## config.mk

```make
export PLATFORM = sky130hd
export DESIGN_NAME = id_ex_fwd_stage
export DESIGN_NICKNAME = d
export VERILOG_FILES = /design/src/rtl/riscv_pkg.sv /design/src/rtl/id_ex_fwd_stage_fwd_mux.sv /design/src/rtl/id_ex_fwd_stage.sv
export SDC_FILE = /design/constraint.sdc
export NUM_CORES = 1
export LEC_CHECK = 0
export ABC_AREA = 0
export CORE_ASPECT_RATIO = 1.4
export CORE_MARGIN = 4
export CORE_UTILIZATION = 40
export CTS_CLUSTER_SIZE = 14
export DETAILED_ROUTE_END_ITERATION = 8
export GPL_TIMING_DRIVEN = 0
export PLACE_DENSITY = 0.77
export SLEW_MARGIN = 20
export SYNTH_ARGS = -nofsm -noshare
export SYNTH_HDL_FRONTEND = slang
export SYNTH_HIERARCHICAL = 1
export SYNTH_SLANG_ARGS = --single-unit
```

## constraint.sdc

```tcl
create_clock -name i_clk -period 4 [get_ports i_clk]
set_input_delay 1.2 -clock i_clk [delete_from_list [all_inputs] [get_ports i_clk]]
set_output_delay 1.2 -clock i_clk [all_outputs]
set_load 0.05 [all_outputs]
```

## src/rtl/riscv_pkg.sv

```systemverilog
// Shared RV32I pipeline definitions: widths, ALU op codes, forwarding
// source encodings and the ID/EX pipeline register layout.
package riscv_pkg;

  localparam int XLEN   = 32;
  localparam int REG_AW = 5;

  typedef enum logic [3:0] {
    ALU_ADD  = 4'b0000,
    ALU_SUB  = 4'b0001,
    ALU_SLT  = 4'b0010,
    ALU_SLTU = 4'b0011,
    ALU_SRL  = 4'b0100,
    ALU_SLL  = 4'b0101,
    ALU_SRA  = 4'b0110,
    ALU_XOR  = 4'b1000,
    ALU_OR   = 4'b1001,
    ALU_AND  = 4'b1010
  } alu_op_e;

  typedef enum logic [1:0] {
    FWD_REG = 2'b00,
    FWD_MEM = 2'b01,
    FWD_WB  = 2'b10
  } fwd_sel_e;

  // An all-zero value of this struct is a bubble: the ALU computes 0 + 0.
  typedef struct packed {
    logic              valid;
    logic [XLEN-1:0]   pc;
    logic [REG_AW-1:0] rs1_addr;
    logic [REG_AW-1:0] rs2_addr;
    logic [REG_AW-1:0] rd_addr;
    logic [XLEN-1:0]   rs1_data;
    logic [XLEN-1:0]   rs2_data;
    logic [XLEN-1:0]   imm;
    logic [3:0]        alu_op;
    logic              opa_sel;
    logic              opb_sel;
    logic              rd_wren;
    logic              mem_rden;
  } id_ex_t;

endpackage

```

## src/rtl/id_ex_fwd_stage_fwd_mux.sv

```systemverilog
// Single-operand forwarding: picks the youngest in-flight producer of a
// source register, with EX/MEM ahead of MEM/WB; x0 is never forwarded.
module fwd_mux
  import riscv_pkg::*;
#(
  parameter int XLEN   = riscv_pkg::XLEN,
  parameter int REG_AW = riscv_pkg::REG_AW
) (
  input  logic [REG_AW-1:0] rs_addr,
  input  logic [XLEN-1:0]   reg_data,
  input  logic [REG_AW-1:0] mem_rd_addr,
  input  logic              mem_rd_wren,
  input  logic [XLEN-1:0]   mem_data,
  input  logic [REG_AW-1:0] wb_rd_addr,
  input  logic              wb_rd_wren,
  input  logic [XLEN-1:0]   wb_data,
  output logic [1:0]        sel,
  output logic [XLEN-1:0]   data
);

  logic mem_hit;
  logic wb_hit;

  assign mem_hit = mem_rd_wren && (mem_rd_addr != '0) && (mem_rd_addr == rs_addr);
  assign wb_hit  = wb_rd_wren  && (wb_rd_addr  != '0) && (wb_rd_addr  == rs_addr);

  // NOTE: every output gets a default first so no path through the block can infer a latch.
  always_comb begin
    sel  = FWD_REG;
    data = reg_data;
    if (mem_hit) begin
      sel  = FWD_MEM;
      data = mem_data;
    end else if (wb_hit) begin
      sel  = FWD_WB;
      data = wb_data;
    end
  end

endmodule

```

## src/rtl/id_ex_fwd_stage.sv

```systemverilog
// ID/EX pipeline register with EX-stage operand forwarding, load-use stall
// detection, bubble insertion and a saturating stall-cycle counter.
module id_ex_fwd_stage
  import riscv_pkg::*;
#(
  parameter int XLEN   = riscv_pkg::XLEN,
  parameter int REG_AW = riscv_pkg::REG_AW
) (
  input  logic              i_clk,
  input  logic              i_reset,
  input  logic              i_id_valid,
  input  logic [XLEN-1:0]   i_id_pc,
  input  logic [REG_AW-1:0] i_id_rs1_addr,
  input  logic [REG_AW-1:0] i_id_rs2_addr,
  input  logic [REG_AW-1:0] i_id_rd_addr,
  input  logic              i_id_rs1_used,
  input  logic              i_id_rs2_used,
  input  logic [XLEN-1:0]   i_id_rs1_data,
  input  logic [XLEN-1:0]   i_id_rs2_data,
  input  logic [XLEN-1:0]   i_id_imm,
  input  logic [3:0]        i_id_alu_op,
  input  logic              i_id_opa_sel,
  input  logic              i_id_opb_sel,
  input  logic              i_id_rd_wren,
  input  logic              i_id_mem_rden,
  input  logic              i_flush,
  input  logic [REG_AW-1:0] i_mem_rd_addr,
  input  logic              i_mem_rd_wren,
  input  logic [XLEN-1:0]   i_mem_fwd_data,
  input  logic [REG_AW-1:0] i_wb_rd_addr,
  input  logic              i_wb_rd_wren,
  input  logic [XLEN-1:0]   i_wb_data,
  output logic              o_stall,
  output logic [XLEN-1:0]   o_op_a,
  output logic [XLEN-1:0]   o_op_b,
  output logic [3:0]        o_alu_op,
  output logic              o_ex_valid,
  output logic [REG_AW-1:0] o_ex_rd_addr,
  output logic              o_ex_rd_wren,
  output logic              o_ex_mem_rden,
  output logic [XLEN-1:0]   o_ex_pc,
  output logic [XLEN-1:0]   o_ex_store_data,
  output logic [1:0]        o_fwd_a_sel,
  output logic [1:0]        o_fwd_b_sel,
  output logic [31:0]       o_stall_cnt
);

  id_ex_t      ex_q;
  id_ex_t      id_cap;
  logic [31:0] stall_cnt_q;
  logic [XLEN-1:0] fwd_rs1;
  logic [XLEN-1:0] fwd_rs2;
  logic        wb_byp_rs1;
  logic        wb_byp_rs2;
  logic        load_use;

  // The regfile write in WB lands in the same edge as this capture, so the
  // read data from ID is stale; take the value being written instead.
  assign wb_byp_rs1 = i_wb_rd_wren && (i_wb_rd_addr != '0) && (i_wb_rd_addr == i_id_rs1_addr);
  assign wb_byp_rs2 = i_wb_rd_wren && (i_wb_rd_addr != '0) && (i_wb_rd_addr == i_id_rs2_addr);

  always_comb begin
    id_cap          = '0;
    id_cap.valid    = i_id_valid;
    id_cap.pc       = i_id_pc;
    id_cap.rs1_addr = i_id_rs1_addr;
    id_cap.rs2_addr = i_id_rs2_addr;
    id_cap.rd_addr  = i_id_rd_addr;
    id_cap.rs1_data = wb_byp_rs1 ? i_wb_data : i_id_rs1_data;
    id_cap.rs2_data = wb_byp_rs2 ? i_wb_data : i_id_rs2_data;
    id_cap.imm      = i_id_imm;
    id_cap.alu_op   = i_id_alu_op;
    id_cap.opa_sel  = i_id_opa_sel;
    id_cap.opb_sel  = i_id_opb_sel;
    id_cap.rd_wren  = i_id_rd_wren;
    id_cap.mem_rden = i_id_mem_rden;
  end

  // A flush wins over the hazard: the dependent instruction is being killed anyway.
  assign load_use = ex_q.valid && ex_q.mem_rden && (ex_q.rd_addr != '0) && i_id_valid
                 && ((i_id_rs1_used && (i_id_rs1_addr == ex_q.rd_addr))
                  || (i_id_rs2_used && (i_id_rs2_addr == ex_q.rd_addr)))
                 && !i_flush;
  assign o_stall  = load_use;

  // NOTE: sequential state uses non-blocking assignments so every register samples pre-edge values.
  always_ff @(posedge i_clk) begin
    if (!i_reset) begin
      ex_q        <= '0;
      stall_cnt_q <= '0;
    end else begin
      if (i_flush || load_use || !i_id_valid) begin
        ex_q <= '0;
      end else begin
        ex_q <= id_cap;
      end
      if (load_use && (stall_cnt_q != 32'hFFFF_FFFF)) begin
        stall_cnt_q <= stall_cnt_q + 32'd1;
      end
    end
  end

  fwd_mux #(.XLEN(XLEN), .REG_AW(REG_AW)) u_fwd_a (
    .rs_addr     (ex_q.rs1_addr),
    .reg_data    (ex_q.rs1_data),
    .mem_rd_addr (i_mem_rd_addr),
    .mem_rd_wren (i_mem_rd_wren),
    .mem_data    (i_mem_fwd_data),
    .wb_rd_addr  (i_wb_rd_addr),
    .wb_rd_wren  (i_wb_rd_wren),
    .wb_data     (i_wb_data),
    .sel         (o_fwd_a_sel),
    .data        (fwd_rs1)
  );

  fwd_mux #(.XLEN(XLEN), .REG_AW(REG_AW)) u_fwd_b (
    .rs_addr     (ex_q.rs2_addr),
    .reg_data    (ex_q.rs2_data),
    .mem_rd_addr (i_mem_rd_addr),
    .mem_rd_wren (i_mem_rd_wren),
    .mem_data    (i_mem_fwd_data),
    .wb_rd_addr  (i_wb_rd_addr),
    .wb_rd_wren  (i_wb_rd_wren),
    .wb_data     (i_wb_data),
    .sel         (o_fwd_b_sel),
    .data        (fwd_rs2)
  );

  assign o_op_a          = ex_q.opa_sel ? ex_q.pc  : fwd_rs1;
  assign o_op_b          = ex_q.opb_sel ? ex_q.imm : fwd_rs2;
  assign o_ex_store_data = fwd_rs2;
  assign o_alu_op        = ex_q.alu_op;
  assign o_ex_valid      = ex_q.valid;
  assign o_ex_rd_addr    = ex_q.rd_addr;
  assign o_ex_rd_wren    = ex_q.rd_wren;
  assign o_ex_mem_rden   = ex_q.mem_rden;
  assign o_ex_pc         = ex_q.pc;
  assign o_stall_cnt     = stall_cnt_q;

endmodule

```

==> results of run 1 <==
-- cell usage after synthesis (all sizes together), types with 2 or more instances --
library cell	instances
nand4	16
o21ai	19
nand3b	2
dfxtp	184
nor2	79
or4b	64
and2	92
xor2	6
buf	90
a31oi	65
or4	9
nor4	74
or3	21
inv	6
xnor2	32
nor3	4
nand3	21
and4	3
nand2b	2
mux2	64
nand2	25
a21oi	25
o21bai	2
o31ai	69
dlymetal6s2s	2
clkbuf	59
nor2b	2
mux2i	66
-- worst max-delay path: stages --
cell     delay (ns)
buf_12         0.11
or4_4          0.55
a21oi_4        0.21
or3_4          0.17
buf_12         0.15
buf_12         0.11
buf_12         0.12
a31oi_4        0.09
mux2_4         0.31
buf_8          0.16
-- cells by family (layout without fill, tap and decap cells) --
| group | after synthesis | in the layout | share of synthesized area (%) |
|---|---|---|---|
| multiplexers | 130 | 130 | 13.05 |
| AO/OA/AOI/OAI | 188 | 188 | 14.18 |
| XOR/XNOR | 38 | 38 | 3.143 |
| buffers and inverters | 158 | 672 | 9.466 |
| AND/OR/NAND/NOR | 418 | 418 | 25.25 |
| flip-flops | 184 | 184 | 34.79 |
| adder cells (fa/ha/maj) | 1 | 1 | 0.1182 |
| other | 0 | 5 | 0 |
-- registers in the layout, indices dropped and copies added (netlist names) --
signal	flops
o_ex_mem_rden	1
o_ex_valid	1
o_ex_rd_wren	1
ex_q	108
o_ex_rd_addr	5
o_stall_cnt	32
o_ex_pc	32
o_alu_op	4
-- worst max path at each step --
stage | cells past startpoint | startpoint | end
finish | 10 | i_mem_rd_addr[2] | o_op_a[27]
global placement | 10 | i_wb_rd_addr[1] | o_op_b[21]
floorplan | 7 | i_mem_rd_addr[0] | o_op_b[11]
detailed placement | 10 | i_wb_rd_addr[1] | o_op_b[21]
global route | 10 | i_wb_rd_addr[2] | o_op_a[25]
CTS | 10 | i_mem_rd_addr[3] | o_op_b[16]
-- routing by layer --
metal	global-route usage, %	part of all wire (%)
met1	33.85	34
met2	60.76	51
met3	9.101	8.3
met4	18.09	7.0
met5	0	0
-- what timing repair did --
action,in CTS,in global routing
gates resized for setup,1168,196
cloned,19,1
hold buffers,0,0
pin swaps,69,75
setup endpoints to repair,101,101
setup buffers,34,30
-- cell type report --
| type | instances | area share [%] |
|---|---|---|
| flip-flops and latches | 184 | 18.28 |
| multi-input cells | 775 | 42.18 |
| clock inverters | 12 | 0.6891 |
| clock buffers | 20 | 2.266 |
| diodes | 5 | 0.06208 |
| plain buffers | 148 | 6.860 |
| well taps | 324 | 2.011 |
| inverters | 7 | 0.1552 |
| repair buffers | 485 | 27.50 |
-- power by group --
group	total [W]	switching [W]	internal [W]
combinational	0.00148	0.000784	0.000693
clock	0.00180	0.000835	0.000966
sequential	0.00191	0.0000329	0.00187
-- per-stage QoR --
step                      hold WS (ns)  cells  setup TNS (ns)  area [um^2]
after detailed placement        0.4938   1850         -171.91        15710
after global placement          0.4894   1850         -169.68        15710
after floorplan                 0.7002   1117          -6.155        11210
after CTS                       0.5139   1933          -24.08        19170
after global routing            0.5416   1959          -28.17        20150
final                           0.5147   1960          -25.34        20150
==> summary by stage, run 1 <==
Critical path
The critical path class is primary input to output pin. The start of the worst register-to-register path is o_ex_rd_addr[4]. In this run the critical register-to-register path is captured at ex_q[87]. The worst setup path is launched from a primary input. The worst endpoint required time is 2.80 ns. The worst setup slack for register-to-register paths is about 1.3 ns. STA classifies the critical path endpoint as an output pin. The data arrival time of the critical path is about 3.2 ns.

For the worst flop-to-flop path, the logic depth is 9. Of all nets on the critical path, the largest fanout is 8.

Global route
Summed over all layers, the global routing overflow is 0. The maximum number of pins on one net before global-route repair is 17. The number of antenna violations at the first check in global routing is 4. The via count of the first global-routing pass is 12230. The global-route wire length before repair is between 70000 and 80000 um. For this run, the total global-route usage over all layers was measured as 33.12%.

STA
At the pin with the least slew margin, the transition time is about 1.0 ns. The fmax is around 0.23 GHz. The number of max-slew violations in the final report is 0.

Setup violations remaining at the end of the flow were counted as 100. The final hold violation count was 0. Setup repair after global routing could not meet its margin everywhere. The final critical path takes up 109.9% of the cycle.

The minimum setup slack in the final design is -0.3962 ns. The clock tree skew after final layout is between 0.01 and 0.015 ns. The remaining max-slew budget at the tightest pin is 31.26%. The routed design could run at a clock period as short as about 4.4 ns.

CTS
The cell sitting at the root of the clock tree is a clkbuf_16. Clock latency on the worst-skew pair, taken at its later pin, is around 0.46 ns. Counting every sink on the clock net gives roughly 180.

The H-tree was split into 4 levels. Counting the buffers created by CTS gives 17. The maximum number of buffers from clock root to sink is 2. TritonCTS built the clock tree. Clock-pin slew was measured on the worst setup and hold paths at about 0.080 ns.

Placed design
Routability-driven placement finished with a final weighted congestion of 0.9192. The placed wire-length estimate after detailed placement is about 34000 um. The pre-CTS setup slack is -1.975 ns. In this run the tool buffered the top-level ports with 409 buffer cells.

Pwr
Summed over all cells, the static leakage comes to 7.022 nW. For this design the ratio of total power to cell area is approximately 260 nW/um^2. The design draws 0.005183 W. The worst-case IR drop observed on VDD is 0.3104 mV.

Logic synthesis
The dominant cell type by area after synthesis is dfxtp_1. Counting every net in the synthesized netlist gives roughly 1400. By area the synthesized netlist is led by dfxtp_1 (35%), mux2_2 (6.8%), mux2i_1 (6.2%), and2_1 (5.4%), o31ai_1 (4.9%). The most used flip-flop cell after synthesis is dfxtp_1. For this run, the register share of the synthesized area comes to between 30% and 40%. The synthesized cell area is roughly 11000 um^2. The synthesized area per cell is ~9.5 um^2.

The share of synthesized area in the top cell type comes to approximately a third. The number of warnings reported in the yosys synthesis log is 6. The synthesized netlist cell count is 1117. In this run, synthesis produced a sequential element count of 184. In this run, synthesis inferred 0 flip-flops with an integrated enable. The count of cell types in the netlist is 63.

The proportion of register bits with asynchronous set or reset after synthesis is 0%.

Cells and area
In the final layout, flip-flops and latches occupy between 3000 and 4000 um^2. Counting the fill cells in the layout gives 1548. The fraction of final layout cells sized beyond drive strength 1 is a little over two fifths.

The core utilization of the finished layout is 77.22%. The area growth from synthesis to layout is 90.36%. After the last flow step, the layout net total stands at 1852.

The library cell used most frequently in the layout, excluding fill and tap cells, is clkdlybuf4s50_1. In the layout the commonest cells are clkdlybuf4s50_1 (296), dfxtp_1 (184), and2_1 (90), buf_8 (85), nor2_1 (75). Summing all multi-input logic gate instances after layout gives 8502 um^2.

Routing
The routed via count is between 10000 and 15000. The first routing iteration left ~950 violations. The DRC violation count after routing is 0. For this block, the routed nets add up to 54510 um of wire.

The count of TritonRoute iterations in the first routing pass is 5. The number of vias per cell is 6.084. The routed wirelength normalized by instance count is approximately 28 um. The count of nets left with antenna violations once routing finished came out at 0.

Hold path
The number of instances on the worst hold path is 2. In this run the most critical hold path is launched from o_stall_cnt[18]. The worst hold path terminates at o_stall_cnt[18]. The path class of the tightest hold or removal check is flop to flop.

Floorplan
The die width is between 100 and 150 um. The number of placement rows is 70. Once the floorplan was initialized, standard cells occupied about two fifths of the core.

The vertical extent of the die is 200.5 um. The core area is approximately 26000 um^2. Pin placement for this block handled between 400 and 500 I/O pins.

The die covers roughly 30000 um^2.

Run status
The final reports fail on negative setup slack. The run finished, with violations left.

Run
The tool flagged a number of max-cap violations equal to 0.
Power figures use the tool's default switching activity.
==> inputs of run 2 (changes only) <==
--- a/config.mk
+++ b/config.mk
@@ -8,11 +8,11 @@
 export ABC_AREA = 0
 export CORE_ASPECT_RATIO = 1.4
 export CORE_MARGIN = 4
-export CORE_UTILIZATION = 40
+export CORE_UTILIZATION = 45
 export CTS_CLUSTER_SIZE = 14
 export DETAILED_ROUTE_END_ITERATION = 8
 export GPL_TIMING_DRIVEN = 0
-export PLACE_DENSITY = 0.77
+export PLACE_DENSITY = 0.82
 export SLEW_MARGIN = 20
 export SYNTH_ARGS = -nofsm -noshare
 export SYNTH_HDL_FRONTEND = slang
==> constraint.sdc (replaced) <==
create_clock -name i_clk -period 4.9 [get_ports i_clk]
set_input_delay 1.47 -clock i_clk [delete_from_list [all_inputs] [get_ports i_clk]]
set_output_delay 1.47 -clock i_clk [all_outputs]
set_load 0.05 [all_outputs]
==> summary by stage, run 2 (synthesis results as in run 1) <==
Run status
The flow ran to the end, but the final reports show violations. The checks that failed: negative setup slack.

STA
The number of max-slew violations in the final report is 0 (unchanged). The shortest clock period the worst path allows after layout is between 4 and 5 ns. Setup repair after global routing could not meet its margin everywhere. The transition time at the pin with the least slew margin is 0.9581 ns (-0.07302 ns). The clock tree skew after final layout is 0.01172 ns (-0.0004494 ns). The minimum setup slack in the final design is -0.02439 ns (+0.3718 ns). The post-route fraction of the period consumed by the critical path is 100.5%.

The final hold violation count came to 0 (unchanged). The fmax is ~0.20 GHz. The worst slack on hold paths came to 0.5098 ns (-0.004888 ns). The remaining max-slew budget at the tightest pin came to 36.12% (+4.9 points). The total setup violations reported at the end of the flow was 9 (-91%).

CTS
The cts-stage hold buffer count was 0 (unchanged). The tree is rooted in a clkbuf_16. The maximum number of buffers from clock root to sink is 2 (unchanged). The register clock-pin slew on the reported worst setup and hold paths was 0.08 ns (about the same). The number of sinks driven by the clock tree was 184 (unchanged). The number of buffers created by CTS was 17 (unchanged). The CTS H-tree depth is 4 (unchanged). The source-to-sink clock delay at the later pin of the worst-skew pair is 0.45 ns (about the same). The CTS tree is yes.

Global route
The maximum number of pins on one net before global-route repair is 18 (+1). The via count of the first global-routing pass is 11510 (-5.9%). The overall fraction of global-route tracks in use is 34.46% (+1.3 points). The global route total overflow is 0 (unchanged). The global-route wire length before repair is 68250 um (-9.0%). The number of antenna violations at the first check in global routing is 8 (+4).

Routing
The met3 wirelength from detailed routing was 4615 um (+2.2%). The highest layer touched by signal routing is met5. The count of TritonRoute iterations in the first routing pass came to 6 (+1). The routed wirelength normalized by instance count was 25.24 um (-9.2%). The number of antenna-violating nets in the routed design came to 0 (unchanged). The DRC violation count after routing is 0 (unchanged). The number of vias per cell came to 6.067 (-0.28%). The routed via count is 11430 (-4.1%).

The met2 wire length is 24200 um (-13%). The wire length reported by the detailed router is 47550 um (-13%). The routed metal-1 wirelength is 16100 um (-13%). The iteration-0 DRC count of the detailed router is 803 (-15%).

Cells and area
The fraction of final layout cells sized beyond drive strength 1 is 35.43% (-6.8 points). The top cell types in the final layout, fill and taps aside, are clkdlybuf4s50_1 (296), dfxtp_1 (184), and2_1 (91), nor2_1 (75), buf_4 (72). The number of fillers in the final layout is 1542 (-0.39%).

The number of flip-flops in the largest register is 108 (unchanged). The register with the most flip-flops in the final layout is ex_q. The multi-input gate area in the final layout came to 7477 um^2 (-12%). The area used by sequential logic in the layout is 3684 um^2 (unchanged). The library cell used most frequently in the layout, excluding fill and tap cells, is clkdlybuf4s50_1.

The number of nets in the layout is 1793 (-3.2%). Relative to the synthesized area, the layout overhead comes to 67.14%. The core utilization of the finished layout is 76.26% (-0.96 points).

The final cell count without fillers is 1884 (-3.9%).

Critical path
The start of the worst register-to-register path is o_ex_rd_addr[1]. In this run the critical register-to-register path is captured at ex_q[32]. The endpoint kind of the worst setup timing path is an output pin.

The worst endpoint required time is 3.43 ns (+0.63 ns). The worst setup slack for register-to-register paths was 2.35 ns (+1.09 ns). The data arrival time of the critical path is 3.45 ns (+0.25 ns).

The peak fanout along the critical path is 6 (-2). The critical path in this run is classified as primary input to output pin. The cell count of the worst reg-to-reg path came to 8 (-1). The kind of start point of the critical path is a primary input.

Hold path
The min-delay analysis places its worst path in the category flop to flop. The number of instances on the worst hold path is 2 (unchanged). The worst hold path terminates at o_stall_cnt[15].

The worst hold path begins at o_stall_cnt[15].

Pwr
The fraction of power consumed by the clock network was 36.2% (+1.4 points). The switching share of power was 31.42% (-0.45 points). The internal power contribution was 0.002734 W (-23%). The fraction of power consumed by combinational cells came to 24.9% (-3.6 points). The sequential share of power is 38.9% (+2.1 points).

The power density relative to cell area is 225.3 nW/um^2 (-12%). The worst-case vdd ir drop is 0.2663 mV (-14%). The total power of the final layout is 0.003987 W (-23%). The net load switching power is 0.001253 W (-24%). The leakage component of the power is 6.198 nW (-12%).

Floorplan
The die footprint is 26080 um^2 (-11%). The count of pins on the block boundary was 410 (unchanged). The vertical extent of the die is 189.5 um (-5.5%). The die width is 137.6 um (-5.4%).

The number of placement rows is 66 (-5.7%). The starting utilization of the core area is 45.63% (+5.1 points). The core area is 23200 um^2 (-11%).

Placed design
The weighted congestion reported at the end of routability-driven placement is 0.9334 (+1.5%). The port buffer count is 409 (unchanged). The placed wire-length estimate after detailed placement is 33720 um (-2.2%).

The number of placed instances with taps included is 1832 (-0.97%).

Run
The number of maximum-capacitance violations came to 0 (unchanged).
run 2: how the worst max path moves through the flow:
| stage | start | endpoint | slack (ns) |
|---|---|---|---|
| after global placement | i_wb_rd_addr[0] | o_op_b[21] | -1.48 |
| after detailed placement | i_wb_rd_addr[3] | o_op_b[21] | -1.49 |
| final | i_mem_rd_addr[3] | o_op_b[18] | -0.02 |
| after floorplan | i_mem_rd_addr[0] | o_op_b[1] | -0.16 |
| after CTS | i_mem_rd_addr[2] | o_op_b[11] | -0.05 |
| after global routing | i_wb_rd_addr[1] | o_op_a[13] | -0.06 |
run 2: critical path, cell delays in order:
cell and delay [ns]:
buf_2 0.14, xnor2_2 0.18, nand3_4 0.19, or3_4 0.47
buf_12 0.14, buf_16 0.13, buf_12 0.14, a31oi_4 0.22
mux2_2 0.20, buf_6 0.16
run 2: area by class of cell:
class,instances,area share (%)
multi-input cells,775,42.25
repair buffers,428,24.34
flip-flops and latches,184,20.82
plain buffers,146,6.859
clock buffers,17,2.404
well taps,306,2.164
clock inverters,15,0.9333
inverters,7,0.1485
diodes,6,0.08485
run 2: per-stage QoR:
| step | setup WS, ns | cell area, um^2 | TNS [ns] |
|---|---|---|---|
| after floorplan | -0.1572 | 10940 | -0.1572 |
| after global placement | -1.480 | 15420 | -124.94 |
| after detailed placement | -1.490 | 15420 | -127.11 |
| after CTS | -0.05324 | 17170 | -0.3496 |
| after global routing | -0.06128 | 17690 | -0.8011 |
| final | -0.02439 | 17700 | -0.09940 |
run 2: metal layers:
layer	global-route usage, %	vias to the layer above
li1	-	4996
met1	36.96	5536
met2	60.47	715
met3	9.490	178
met4	18.28	6
met5	0	-
run 2: repair_timing:
action,in CTS,in global routing
setup buffers,10,3
resized for setup,874,124
setup endpoints to repair,101,92
pin swaps,17,18
cloned,6,3
run 2: power by group through the flow:
stage / Combinational, W / Clock (W) / Sequential [W]
floorplan: 0.000444 / 0 / 0.00158
global placement: 0.000830 / 0 / 0.00158
detailed placement: 0.000839 / 0 / 0.00158
CTS: 0.000928 / 0.00144 / 0.00155
global route: 0.00103 / 0.00151 / 0.00155
finish: 0.000993 / 0.00144 / 0.00155
